$ cat config.mk
export PLATFORM = sky130hd
export DESIGN_NAME = wb_arbiter_n
export DESIGN_NICKNAME = d
export VERILOG_FILES = /design/src/rtl/wb_pkg.sv /design/src/rtl/wb_arb_pick.sv /design/src/rtl/wb_arbiter_n.sv
export SDC_FILE = /design/constraint.sdc
export NUM_CORES = 1
export LEC_CHECK = 0
export BUFFER_PORTS_ARGS = -buffer_cell sky130_fd_sc_hd__buf_2
export CAP_MARGIN = 25
export CORE_AREA = 3 3 124 126
export DETAILED_ROUTE_END_ITERATION = 8
export DIE_AREA = 0 0 127 129
export GPL_TIMING_DRIVEN = 0
export PLACE_DENSITY = 0.52
export SETUP_SLACK_MARGIN = 0.1
export SLEW_MARGIN = 20
export SYNTH_ARGS = -nofsm -noshare
export SYNTH_HDL_FRONTEND = slang
export SYNTH_HIERARCHICAL = 1
export SYNTH_SLANG_ARGS = --single-unit
$ cat constraint.sdc
create_clock -name clk_i -period 2.1 [get_ports clk_i]
set_clock_uncertainty 0.15 [all_clocks]
set_input_delay 0.315 -clock clk_i [delete_from_list [all_inputs] [get_ports clk_i]]
set_output_delay 0.315 -clock clk_i [all_outputs]
set_load 0.02 [all_outputs]
$ cat src/rtl/wb_pkg.sv
// Shared types, default parameters and one-hot/index helpers for the Wishbone arbiter family.
package wb_pkg;

    typedef enum logic {
        ST_IDLE = 1'b0,
        ST_BUSY = 1'b1
    } arb_state_e;

    localparam int unsigned DEF_ADDR_WIDTH     = 32;
    localparam int unsigned DEF_DATA_WIDTH     = 32;
    localparam int unsigned DEF_NUM_MASTERS    = 2;
    localparam int unsigned DEF_RR_MODE        = 0;
    localparam int unsigned DEF_TIMEOUT_CYCLES = 255;
    localparam int unsigned MAX_MASTERS        = 8;
    localparam int unsigned MAX_IDX_W          = 3;

    function automatic logic [MAX_MASTERS-1:0] idx_to_onehot(input logic [MAX_IDX_W-1:0] idx);
        return MAX_MASTERS'(1) << idx;
    endfunction

    // OR-reduction form; the input is expected to be one-hot or zero.
    function automatic logic [MAX_IDX_W-1:0] onehot_to_idx(input logic [MAX_MASTERS-1:0] oh);
        logic [MAX_IDX_W-1:0] idx;
        idx = '0;
        for (int i = 0; i < int'(MAX_MASTERS); i++) begin
            if (oh[i]) idx = idx | MAX_IDX_W'(i);
        end
        return idx;
    endfunction

endpackage

$ cat src/rtl/wb_arb_pick.sv
// Combinational winner selection: fixed (lowest index first) or round-robin from a start pointer.
module wb_arb_pick
    import wb_pkg::*;
#(
    parameter int unsigned NUM_MASTERS = DEF_NUM_MASTERS,
    parameter int unsigned RR_MODE     = DEF_RR_MODE,
    localparam int unsigned IDX_W      = $clog2(NUM_MASTERS)
) (
    input  logic [NUM_MASTERS-1:0] i_req,
    input  logic [IDX_W-1:0]       i_rr_ptr,
    output logic                   o_valid,
    output logic [IDX_W-1:0]       o_idx
);

    int unsigned            w_start;
    logic [NUM_MASTERS-1:0] w_gnt;

    // Walk the requests from the start point with wrap-around; the first hit wins.
    always_comb begin
        w_start = (RR_MODE != 0) ? 32'(i_rr_ptr) : 32'd0;
        w_gnt   = '0;
        for (int k = 0; k < int'(NUM_MASTERS); k++) begin
            if ((w_gnt == '0) && i_req[(w_start + 32'(k)) % NUM_MASTERS]) begin
                w_gnt[(w_start + 32'(k)) % NUM_MASTERS] = 1'b1;
            end
        end
    end

    assign o_valid = |i_req;
    assign o_idx   = IDX_W'(onehot_to_idx(MAX_MASTERS'(w_gnt)));

endmodule

$ cat src/rtl/wb_arbiter_n.sv
// N-master to single-slave Wishbone arbiter with zero-latency grant in IDLE and a bus watchdog.
module wb_arbiter_n
    import wb_pkg::*;
#(
    parameter int unsigned ADDR_WIDTH     = DEF_ADDR_WIDTH,
    parameter int unsigned DATA_WIDTH     = DEF_DATA_WIDTH,
    parameter int unsigned NUM_MASTERS    = DEF_NUM_MASTERS,
    parameter int unsigned RR_MODE        = DEF_RR_MODE,
    parameter int unsigned TIMEOUT_CYCLES = DEF_TIMEOUT_CYCLES,
    localparam int unsigned SEL_WIDTH     = DATA_WIDTH / 8
) (
    input  logic                              clk_i,
    input  logic                              rst_i,
    input  logic [NUM_MASTERS*ADDR_WIDTH-1:0] m_adr_i,
    input  logic [NUM_MASTERS*DATA_WIDTH-1:0] m_dat_i,
    input  logic [NUM_MASTERS*SEL_WIDTH-1:0]  m_sel_i,
    input  logic [NUM_MASTERS-1:0]            m_we_i,
    input  logic [NUM_MASTERS-1:0]            m_stb_i,
    input  logic [NUM_MASTERS-1:0]            m_cyc_i,
    output logic [NUM_MASTERS*DATA_WIDTH-1:0] m_dat_o,
    output logic [NUM_MASTERS-1:0]            m_ack_o,
    output logic [NUM_MASTERS-1:0]            m_err_o,
    output logic [NUM_MASTERS-1:0]            m_rty_o,
    output logic [ADDR_WIDTH-1:0]             s_adr_o,
    output logic [DATA_WIDTH-1:0]             s_dat_o,
    output logic [SEL_WIDTH-1:0]              s_sel_o,
    output logic                              s_we_o,
    output logic                              s_stb_o,
    output logic                              s_cyc_o,
    input  logic [DATA_WIDTH-1:0]             s_dat_i,
    input  logic                              s_ack_i,
    input  logic                              s_err_i,
    input  logic                              s_rty_i,
    output logic [NUM_MASTERS-1:0]            grant_o
);

    localparam int unsigned IDX_W  = $clog2(NUM_MASTERS);
    localparam int unsigned WDOG_W = (TIMEOUT_CYCLES == 0) ? 1 : $clog2(TIMEOUT_CYCLES + 1);

    arb_state_e        r_state;
    logic [IDX_W-1:0]  r_owner;
    logic [IDX_W-1:0]  r_rr_ptr;
    logic [WDOG_W-1:0] r_wdog;

    logic              w_pick_valid;
    logic [IDX_W-1:0]  w_pick_idx;
    logic              w_sel_valid;
    logic [IDX_W-1:0]  w_sel_idx;
    logic              w_expired;
    logic              w_wd_err;
    logic              w_slv_resp;

    function automatic logic [IDX_W-1:0] next_idx(input logic [IDX_W-1:0] idx);
        return (idx == IDX_W'(NUM_MASTERS - 1)) ? '0 : idx + IDX_W'(1);
    endfunction

    wb_arb_pick #(
        .NUM_MASTERS (NUM_MASTERS),
        .RR_MODE     (RR_MODE)
    ) u_pick (
        .i_req    (m_cyc_i),
        .i_rr_ptr (r_rr_ptr),
        .o_valid  (w_pick_valid),
        .o_idx    (w_pick_idx)
    );

    assign w_slv_resp = s_ack_i | s_err_i | s_rty_i;
    assign w_expired  = (TIMEOUT_CYCLES != 0) && (r_state == ST_BUSY)
                        && (r_wdog >= WDOG_W'(TIMEOUT_CYCLES));
    // A coincident slave ack or retry wins over the watchdog error.
    assign w_wd_err   = w_expired & ~s_ack_i & ~s_rty_i;

    // Current bus owner: the fresh winner in IDLE, the latched owner while it holds cyc in BUSY.
    always_comb begin
        w_sel_valid = 1'b0;
        w_sel_idx   = r_owner;
        if (!rst_i) begin
            if (r_state == ST_IDLE) begin
                w_sel_valid = w_pick_valid;
                w_sel_idx   = w_pick_idx;
            end else begin
                w_sel_valid = m_cyc_i[r_owner];
            end
        end
    end

    // Route the owner's request to the slave and the slave's response back to the owner only.
    always_comb begin
        s_adr_o = '0;
        s_dat_o = '0;
        s_sel_o = '0;
        s_we_o  = 1'b0;
        s_stb_o = 1'b0;
        s_cyc_o = 1'b0;
        m_dat_o = '0;
        m_ack_o = '0;
        m_err_o = '0;
        m_rty_o = '0;
        grant_o = '0;
        if (w_sel_valid) begin
            grant_o = NUM_MASTERS'(idx_to_onehot(MAX_IDX_W'(w_sel_idx)));
        end
        for (int i = 0; i < int'(NUM_MASTERS); i++) begin
            if (w_sel_valid && (w_sel_idx == IDX_W'(i))) begin
                s_adr_o = m_adr_i[i*ADDR_WIDTH +: ADDR_WIDTH];
                s_dat_o = m_dat_i[i*DATA_WIDTH +: DATA_WIDTH];
                s_sel_o = m_sel_i[i*SEL_WIDTH +: SEL_WIDTH];
                s_we_o  = m_we_i[i];
                s_stb_o = m_stb_i[i] & ~w_expired;
                s_cyc_o = m_cyc_i[i] & ~w_expired;
                m_dat_o[i*DATA_WIDTH +: DATA_WIDTH] = s_dat_i;
                m_ack_o[i] = s_ack_i;
                m_err_o[i] = s_err_i | w_wd_err;
                m_rty_o[i] = s_rty_i;
            end
        end
    end

    // Ownership FSM, round-robin pointer and saturating watchdog.
    always_ff @(posedge clk_i or posedge rst_i) begin
        if (rst_i) begin
            r_state  <= ST_IDLE;
            r_owner  <= '0;
            r_rr_ptr <= '0;
            r_wdog   <= '0;
        end else begin
            case (r_state)
                ST_IDLE: begin
                    r_wdog <= '0;
                    if (w_pick_valid) begin
                        if (w_slv_resp) begin
                            r_rr_ptr <= next_idx(w_pick_idx);
                        end else begin
                            r_owner <= w_pick_idx;
                            r_state <= ST_BUSY;
                        end
                    end
                end
                ST_BUSY: begin
                    if (!m_cyc_i[r_owner] || w_slv_resp || w_expired) begin
                        r_state  <= ST_IDLE;
                        r_wdog   <= '0;
                        r_rr_ptr <= next_idx(r_owner);
                    end else if (s_stb_o && (r_wdog != WDOG_W'(TIMEOUT_CYCLES))) begin
                        r_wdog <= r_wdog + WDOG_W'(1);
                    end
                end
                default: r_state <= ST_IDLE;
            endcase
        end
    end

endmodule

# Word-level counts from Yosys, hierarchy flattened
# Cells that the tools add are included.
# totals
register_bits	10
latchBits	0
ram_bits	0
romBits	0
input_bits	179
out_inout_bits	143
word_cells	72
mem_count	0
# op_classes
add_sub_neg	1
n_mul	0
n_div	0
magnitude_cmp	2
n_eq_ne	2
n_shift	1
muxes	37
bitwise	16
reduce_logical	10
# op_table
cell	count
32-bit two-way mux	6
1-bit two-way mux	24
8-bit two-way mux	2
8-bit case mux with 2 select lines	1
8-bit by 1-bit adder with 8-bit output (second input constant)	1
8-bit >= comparator (second input constant)	1
4-bit two-way mux	2
8-bit inequality test (second input constant)	1
1-bit inverter	7
1-bit bitwise AND	6
1-bit logical AND	5
3-bit by 1-bit inequality test with 1-bit output (second input constant)	1
1-bit bitwise OR	3
3-bit AND reduction	1
1-bit logical OR	2
1-bit by 2-bit less-than comparator with 1-bit output (second input constant)	1
2-bit two-way mux	1
1-bit case mux with 2 select lines	1
2-bit OR reduction	1
1-bit by 1-bit left shift with 2-bit output (first input constant)	1
1-bit zero test	1

# Depth between registers and ports, before layout
# logic_depth
word_depth	15
ltp_mapped	7
ltp_nobuf	6

# Hierarchy
# Netlist, hierarchy kept.
# modules_own_cells
mod	n_inst	cells_each	area_per_inst_um2	seq_area_each_um2
wb_arbiter_n	1	389	2130.8	275.3
wb_arb_pick	1	2	12.5	0.0

# Worst setup path after synthesis
# Ideal clock, no wire load.
# synth_path
path_kind	input -> output
start	input m_cyc_i[1]
end	output m_dat_o[35]
arrival_ns	2.007
required_ns	1.635
setup_slack_ns	-0.372
path_stages	7
path_buffers	2
cell_sequence	nor2b_1 or3b_4 and2_0 clkbuf_1 nor2_2 clkbuf_1 and2_1
# synth_between
elab_chain_cells	7
word_cells_on_any_way	12
cone_classes	mux: 9; reduce/logical: 3
# synth_rtl
element	line_no	rtl
start, declared	wb_arbiter_n.sv:19	input logic [NUM_MASTERS-1:0] m_cyc_i,
1-bit logical AND	wb_arb_pick.sv:23	if ((w_gnt == '0) && i_req[(w_start + 32'(k)) % NUM_MASTERS]) begin
1-bit two-way mux	wb_arb_pick.sv:23	
1-bit two-way mux	wb_pkg.sv:26	if (oh[i]) idx = idx | MAX_IDX_W'(i);
1-bit two-way mux	wb_arbiter_n.sv:78	if (r_state == ST_IDLE) begin
1-bit two-way mux	wb_arbiter_n.sv:77	if (!rst_i) begin
1-bit logical AND (*)	wb_arbiter_n.sv:104	if (w_sel_valid && (w_sel_idx == IDX_W'(i))) begin
32-bit two-way mux (*)	wb_arbiter_n.sv:104	
end, declared	wb_arbiter_n.sv:20	output logic [NUM_MASTERS*DATA_WIDTH-1:0] m_dat_o,
# Mark *: on every way between the ends. The rest lies on a longest branch, timed or not. The select of a mux whose other input is x is not followed.

# Worst setup path after layout
# layout_path
start	register r_state
end	output m_dat_o[2]
# layout_between
elab_chain_cells	5
word_cells_on_any_way	7
cone_classes	mux: 5; bitwise: 1; reduce/logical: 1
# layout_rtl
element	line_no	rtl
start, declared	wb_arbiter_n.sv:40	arb_state_e r_state;
start signal, assigned	wb_arbiter_n.sv:122	r_state <= ST_IDLE;
start signal, assigned	wb_arbiter_n.sv:135	r_state <= ST_BUSY;
start signal, assigned	wb_arbiter_n.sv:141	r_state <= ST_IDLE;
1-bit two-way mux	wb_arbiter_n.sv:78	
1-bit two-way mux	wb_arbiter_n.sv:77	
1-bit inverter	wb_arbiter_n.sv:104	
1-bit logical AND (*)	wb_arbiter_n.sv:104	
32-bit two-way mux (*)	wb_arbiter_n.sv:104	
# Mark *: on every way between the ends. The rest lies on a longest branch, timed or not.

==> flow_summary.ini <==
[timing]
rsz0062_at_grt = yes
setup_tns_ns = -47.61
fin_crit_sh = 1.20
fmax_mhz = 397
period_minus_slack_ns = 2.52
setup_ws_ns = -0.419
worst_pin_slew_ns = 0.475
hold_viol = 0
slew_headroom = 0.683
setup_viol = 150
drv_slew = 0

[power_and_ir_drop]
p_leak_nw = 3.14
peakVddDrop_uv = 242
p_per_area_nw_per_um2 = 393

[route]
drc_errors = 0
firstDrtPassIters = 4
drtAntennaViolNets = 0
first_iter_violations = 225
drt-total-wl_mm = 15.8
num_vias = 4095
viasPerCell = 4.37
wl_per_cell_um = 16.9

[clock_network]
cts_buffers = 3
cts_sinks = 10
path_clk_slew_ns = 0.04
clk_latency_ns = 0.24
cts_tree = yes
cts_max_path_buffers = 2
h-tree-depth = 1
cts-root-buf = clkbuf_16

[global_routing]
grt_usage = 0.166
grt_pass1_wl_mm = 21.8
overflow = 0
grt_max_degree = 11
grt_pass1_vias = 3828
antenna_found_initial = 2

[critical_path]
worst-setup-path-type = reg -> out
crit_family = buffers and inverters
max_stage_delay_ns = 0.41
critPathBufInv = 6
critPathRequiredTime_ns = 1.63
critical_path.endpoint_type = output port
cp_data_arrival_time_ns = 2.05
slowest_stage = or3b_4
cp-start-kind = flip-flop
timing.critical_path.mode_cell = buf_6
cp_max_fo = 7
crit_chain = buf_6 > or3b_4 > buf_12 > nand2_8 > nor2_4 > buf_12 > buf_6 > buf_8 > and2_4 > buf_6

[final_layout]
final_nets = 933
post-route-util = 0.441
drive_gt1_frac = 0.797
fin_area_um2 = 6360
syn2layout_area_growth_pct = 204

[die]
core_region_area_um2 = 14400
io_pins = 322
chipWidth_um = 127
start_util = 0.145
fp.dieArea_um2 = 16400
row_count = 44
die_h_um = 129

[placement]
portBuffers = 321
dpl_cell_area_um2 = 4250
gp_congestion = 0.825
post-dp-hpwl_mm = 11.7

[run]
cap_violations = 0

[status]
outcome = complete, but fails checks
violations = negative setup slack

[synthesis]
yosys_warnings = 6
synthesis.instances = 385
postSynthAreaPerCell_um2 = 5.43
synth_area_um2 = 2090
synth_nets = 565

[min_path]
hold_path.class = in -> reg
## timing repair
action / 4_1_cts / 5_1_grt
cloned: 13 / 2
buffers inserted: 26 / 3
pin swaps: 74 / 44
resized for setup: 386 / 124
hold buffers: 1 / 0
endpoints found under the hold margin: 10 / 0
endpoints found under the setup margin: 151 / 151
## state kept, by name, summed over array words and instances (netlist names)
signal,count
r_wdog,8
r_owner,1
r_state,1
## where the power goes
part	leakage, nW	internal (mW)	switching, mW
sequential	0.137	0.198	0.00556
combinational	2.96	0.956	0.954
clock	0.0442	0.287	0.0956
total	3.14	1.44	1.05
## area by class of cell
| cell class | count | area (um2) |
|---|---|---|
| Antenna cell | 2 | 5.00 |
| Multi-Input combinational cell | 340 | 2470 |
| Buffer | 32 | 468 |
| Tap cell | 184 | 230 |
| Fill cell | 1423 | 8070 |
| Sequential cell | 10 | 251 |
| Inverter | 4 | 15.0 |
| Timing Repair Buffer | 362 | 2830 |
| Clock buffer | 4 | 88.8 |
## tightest hold or removal path: stages
cell and delay [ns]:
buf_2 0.11, nor3_1 0.07, nand3b_1 0.12, nand2_1 0.07
## worst paths after layout
path | from | end | slack, ns | cells past startpoint
max in group asynchronous | rst_i | r_owner | 0.97 | 3
min | s_err_i | r_state | 0.34 | 4
min in group asynchronous | rst_i | r_wdog[0] | 0.52 | 3
min reg2reg | r_wdog[0] | r_wdog[0] | 0.44 | 2
max reg2reg | r_owner | r_wdog[1] | -0.15 | 8
max | r_state | m_dat_o[2] | -0.42 | 10
## through the flow
step	setup WS (ns)	power [mW]	hold WS, ns	instances
finish	-0.419	2.50	0.338	938
global route	-0.463	2.62	0.377	938
CTS	-0.480	2.33	0.332	932
detailed placement	-1.03	1.39	0.224	890
global placement	-1.09	1.39	0.221	890
floorplan	-0.111	0.923	0.00518	385
## layer usage
metal	wire length, um	global-route usage	vias up
met5	0	0	-
met4	182	0.0303	0
met3	922	0.0191	14
met2	8280	0.299	187
met1	6460	0.216	1907
li1	-	-	1987
## placed cells by master, fill, tap and decap left out, types with 2 or more instances in the layout
master and count:
nand2_2 36, clkbuf_16 11, a21oi_2 65, diode_2 2, nor2b_1 2, nor2_1 3, and4_1 2, o21ai_0 5
clkbuf_8 8, nor2_4 4, nand2_4 8, inv_1 4, a21oi_4 5, nand3_1 4, buf_8 14, nor3_1 2
nand4_1 2, and2_2 3, clkbuf_4 6, and2_4 67, dfrtp_1 9, buf_2 190, a21oi_1 7, nand2_8 2
nor3_4 2, buf_4 36, buf_12 5, nand2_1 97, buf_6 125, or3_1 3, a21o_1 2
No activity file was read; power rests on OpenSTA's default activity.
